File: src/rtl/thread_fetch_sel.sv
// Fine-grained hart selector for the multithreaded frontend: owns the fetch slot and
// rotates it round-robin after a quantum of accepted fetches, skipping ineligible harts.
module thread_fetch_sel #(
  parameter int unsigned NumThreads = 2,
  parameter int unsigned TidWidth   = (NumThreads > 1) ? $clog2(NumThreads) : 1,
  parameter int unsigned Quantum    = 1,
  parameter int unsigned CntWidth   = (Quantum > 1) ? $clog2(Quantum) : 1
) (
  input  logic                  clk_i,
  input  logic                  rst_ni,
  input  logic [NumThreads-1:0] thread_en_i,
  input  logic [NumThreads-1:0] thread_blocked_i,
  input  logic                  flush_i,
  input  logic [TidWidth-1:0]   flush_tid_i,
  input  logic                  fetch_ready_i,
  output logic                  fetch_valid_o,
  output logic [TidWidth-1:0]   fetch_tid_o,
  output logic                  switch_o
);

  logic [NumThreads-1:0] elig;
  logic [TidWidth-1:0]   cur_tid_q, cur_tid_d;
  logic [TidWidth-1:0]   rr_tid;
  logic [CntWidth-1:0]   cnt_q, cnt_d;
  logic                  switch_q, switch_d;
  logic                  rr_found;
  logic                  cur_elig;
  logic                  grant;
  logic                  flush_ok;
  logic                  quantum_end;
  int unsigned           rr_idx;

  assign elig          = thread_en_i & ~thread_blocked_i;
  assign cur_elig      = elig[cur_tid_q];
  assign grant         = cur_elig & fetch_ready_i;
  assign quantum_end   = (cnt_q == CntWidth'(Quantum - 1));
  // Out-of-range or disabled redirect targets are dropped.
  assign flush_ok      = flush_i && (32'(flush_tid_i) < NumThreads) && thread_en_i[flush_tid_i];

  assign fetch_valid_o = cur_elig;
  assign fetch_tid_o   = cur_tid_q;
  assign switch_o      = switch_q;

  // First eligible hart after the current one, wrapping, never the current one itself.
  always_comb begin
    rr_found = 1'b0;
    rr_tid   = cur_tid_q;
    rr_idx   = 0;
    for (int unsigned i = 1; i < NumThreads; i++) begin
      rr_idx = (32'(cur_tid_q) + i) % NumThreads;
      if (!rr_found && elig[rr_idx]) begin
        rr_found = 1'b1;
        rr_tid   = TidWidth'(rr_idx);
      end
    end
  end

  always_comb begin
    cur_tid_d = cur_tid_q;
    cnt_d     = cnt_q;
    if (flush_ok) begin
      cur_tid_d = flush_tid_i;
      cnt_d     = '0;
    end else if (!cur_elig) begin
      if (rr_found) begin
        cur_tid_d = rr_tid;
        cnt_d     = '0;
      end
    end else if (grant && quantum_end) begin
      if (rr_found) begin
        cur_tid_d = rr_tid;
      end
      cnt_d = '0;
    end else if (grant) begin
      cnt_d = cnt_q + 1'b1;
    end
    switch_d = (cur_tid_d != cur_tid_q);
  end

  always_ff @(posedge clk_i or negedge rst_ni) begin
    if (!rst_ni) begin
      cur_tid_q <= '0;
      cnt_q     <= '0;
      switch_q  <= 1'b0;
    end else begin
      cur_tid_q <= cur_tid_d;
      cnt_q     <= cnt_d;
      switch_q  <= switch_d;
    end
  end

endmodule

File: config.mk
export PLATFORM = sky130hd
export DESIGN_NAME = thread_fetch_sel
export DESIGN_NICKNAME = d
export VERILOG_FILES = /design/src/rtl/thread_fetch_sel.sv
export SDC_FILE = /design/constraint.sdc
export NUM_CORES = 1
export LEC_CHECK = 0
export BUFFER_PORTS_ARGS = -buffer_cell sky130_fd_sc_hd__buf_2
export CORE_AREA = 2 2 39 41
export CTS_CLUSTER_DIAMETER = 200
export CTS_CLUSTER_SIZE = 10
export DETAILED_ROUTE_END_ITERATION = 6
export DIE_AREA = 0 0 41 43
export GPL_TIMING_DRIVEN = 0
export PLACE_DENSITY = 0.48
export SLEW_MARGIN = 20
export SYNTH_ARGS = -nofsm -noshare
export SYNTH_HDL_FRONTEND = slang
export SYNTH_SLANG_ARGS = --single-unit
File: constraint.sdc
create_clock -name clk_i -period 1.25 [get_ports clk_i]
set_input_delay 0 -clock clk_i [delete_from_list [all_inputs] [get_ports clk_i]]
set_output_delay 0 -clock clk_i [all_outputs]
set_load 0.01 [all_outputs]
==> impl_metrics.ini <==
[sta]
max_slew_margin_pct = 83.52
slew_viol_final = 0
skew_ps = 4.367
worst_slew_pin_slew_ps = 245.3
hold_viol_final = 0
rsz0062_at_grt = false
hold_slack_ps = 81.89
final.min_clock_period_ps = 1156
worst_slack_ps = 93.79
setup_viol = 0
setup_tns_ps = 0
clock.fmax_mhz = 864.9
fin_crit_sh_pct = 92.50

[logic_synthesis]
yosysUniqueCellTypes = 20
synth_area_per_cell_um2 = 8.425
synth_cells = 30
synth_seq_cells = 3
yosysWarnings = 0
synth_compound_area_share_pct = 34.65
syn_nets = 39
synth_xor_area_share_pct = 0
synthAdderAreaFrac_pct = 0
yosys-mux-area-fraction_pct = 3.960
yosys.area_share.simple_pct = 28.71
ys_seq_area_share_pct = 29.70
syn_area_um2 = 252.7
synth_top_family_by_area = compound AO/OA/AOI/OAI gates

[critical_path]
setup.worst_path.start_class = register
criticalPathCategory = register to primary output
r2r_slack_ps = 110
reg2reg_to = cnt_q
required_ps = 1250
reg2reg_depth = 4
reg2reg_from = fetch_tid_o
path_max_fanout = 4
cp.arrival_ps = 1160
setup.worst_path.end_class = primary output

[floorplan]
io_pins = 12
core_area_mm2 = 0.001384
die_w_um = 41
die_h_um = 43
core.rowCount = 14
initial_core_util_pct = 18.26
dieArea_mm2 = 0.001763

[layout]
layout-drive-gt1-share_pct = 45.83
fin_cells = 64
n_fill_cell = 151
nets = 58
area_growth_pct = 55.45
antennaDiodeCount = 0

[global_route]
use_met1_pct = 10.86
grt_use_met2_pct = 10.00
top_usage_layer = met1
grt_pass1_wl_um = 938
grt_max_degree = 9
met3_usage_pct = 1.571
first_global_vias = 244
antenna_found_initial = 0
overflow = 0
grtUsageTotal_pct = 8.116

[power_and_ir_drop]
power.density_mw_per_mm2 = 1030
p_leak_nw = 0.1890
worst_ir_drop_vdd_mv = 0.2016

[route]
via_count = 282
drcViolationCount = 0
drt_iter0_drc = 4
via_per_inst = 4.406
drtAntennaViolNets = 0
wl_per_cell_um = 9.594
finalWirelength_um = 614
dr.pass1.iters = 3

[clock_network]
clk_latency_ps = 230
numCtsBuffers = 3
path_clk_slew_ps = 40
cts_tree = done
htree_num_levels = 1
cts.sinks = 3
root_buffer = clkbuf_4
cts_max_path_buffers = 2

[placement]
post-place-cells = 57
gp_congestion = 0.7320
post-place-ws_ps = 25.80
portBuffers = 11
hpwl_um = 462

[status]
status = finished, final reports clean

[worst_hold_path]
hold_class = input pin to register
hold_start = flush_i
min_to = fetch_tid_o
whs_path_depth = 2

[flow_run]
max-cap-violations = 0
[timing repair]
action / 4_1_cts / 5_1_grt
resized for setup: 1 / 3
pin swaps: 0 / 1
endpoints found under the setup margin: 1 / 3
hold endpoints to repair: 3 / 0
gates cloned: 0 / 0
buffers inserted: 0 / 2
hold buffers: 1 / 0
[flip-flops by register name, indices dropped and copies added, names as in the netlist]
signal       count
switch_o         1
fetch_tid_o      1
cnt_q            1
[cell families (layout without fill, tap and decap cells)]
| family | Yosys count | count (layout) |
|---|---|---|
| AO/OA/AOI/OAI | 12 | 12 |
| multiplexers | 1 | 1 |
| AND/OR/NAND/NOR | 12 | 12 |
| buffers and inverters | 2 | 20 |
| flip-flops | 3 | 3 |
[layout make-up]
class / instances / area (um^2) / area share (%)
well taps: 16 / 20.02 / 5.096
flip-flops and latches: 3 / 75.07 / 19.11
clock buffers: 4 / 26.28 / 6.688
repair buffers: 14 / 80.08 / 20.38
inverters: 2 / 7.507 / 1.911
multi-input cells: 25 / 183.9 / 46.82
[cells in the mapped netlist]
master / count / area [um^2]
inv_1: 2 / 7.510
a21oi_2: 1 / 8.760
and2b_1: 2 / 15.01
a221oi_2: 1 / 15.01
o22ai_1: 2 / 12.51
o21a_1: 1 / 7.510
a21oi_1: 2 / 10.01
mux2i_1: 1 / 10.01
nand3_1: 1 / 5.000
o21ai_0: 2 / 10.01
nand2b_1: 3 / 18.77
a22oi_1: 1 / 7.510
and3_1: 1 / 6.260
nor3_1: 1 / 5.000
dfrtp_1: 3 / 75.07
and2_1: 1 / 6.260
nor2b_1: 2 / 12.51
o2111ai_1: 1 / 8.760
nand2_1: 1 / 3.750
a21o_1: 1 / 7.510
[worst max-delay path by stage]
stage | from | endpoint | slack [ps] | depth (start not counted)
3_3_place_gp | fetch_tid_o | cnt_q | 60 | 4
2_1_floorplan | fetch_tid_o | cnt_q | 100 | 4
5_1_grt | fetch_tid_o | fetch_valid_o | 20 | 4
4_1_cts | fetch_tid_o | fetch_valid_o | 60 | 4
3_5_place_dp | fetch_tid_o | cnt_q | 30 | 4
6_report | fetch_tid_o | fetch_valid_o | 90 | 4
[metrics by stage]
| step | cell area, um^2 | power (W) | utilization, % |
|---|---|---|---|
| after floorplan | 252.7 | 0.0001708 | - |
| after global placement | 327.8 | 0.0002132 | 23.69 |
| after detailed placement | 327.8 | 0.0002138 | 23.69 |
| after CTS | 364.1 | 0.0003929 | 26.31 |
| after global routing | 392.9 | 0.0004330 | 28.39 |
| final | 392.9 | 0.0004047 | 28.39 |
[placed cells by master, fill, tap and decap left out, drive strengths merged, types with 2 or more instances in the layout]
cell type / n
buf: 13
dfrtp: 3
nor2b: 2
a21oi: 3
and2b: 2
o21ai: 2
inv: 2
nand2b: 3
clkbuf: 4
o22ai: 2
[metal layers]
layer	vias to the layer above	part of all wire (%)	routed length (um)
li1	148	-	-
met1	124	49	301
met2	10	46	280
met3	0	5.2	32
met4	0	0	0
met5	-	0	0
[power breakdown]
part / switching [W] / leakage, nW / internal (W) / total [W]
clock: 0.0000487 / 0.0150 / 0.000120 / 0.000168
sequential: 0.00000546 / 0.0385 / 0.000107 / 0.000112
combinational: 0.0000609 / 0.135 / 0.0000634 / 0.000124
total: 0.000115 / 0.189 / 0.000290 / 0.000405
[worst max-delay path: stages (launching register included)]
cell and delay (ps):
dfrtp_1 400, inv_2 110, mux2i_2 240, inv_1 50, buf_2 130
(Power assumes the default switching activity.)
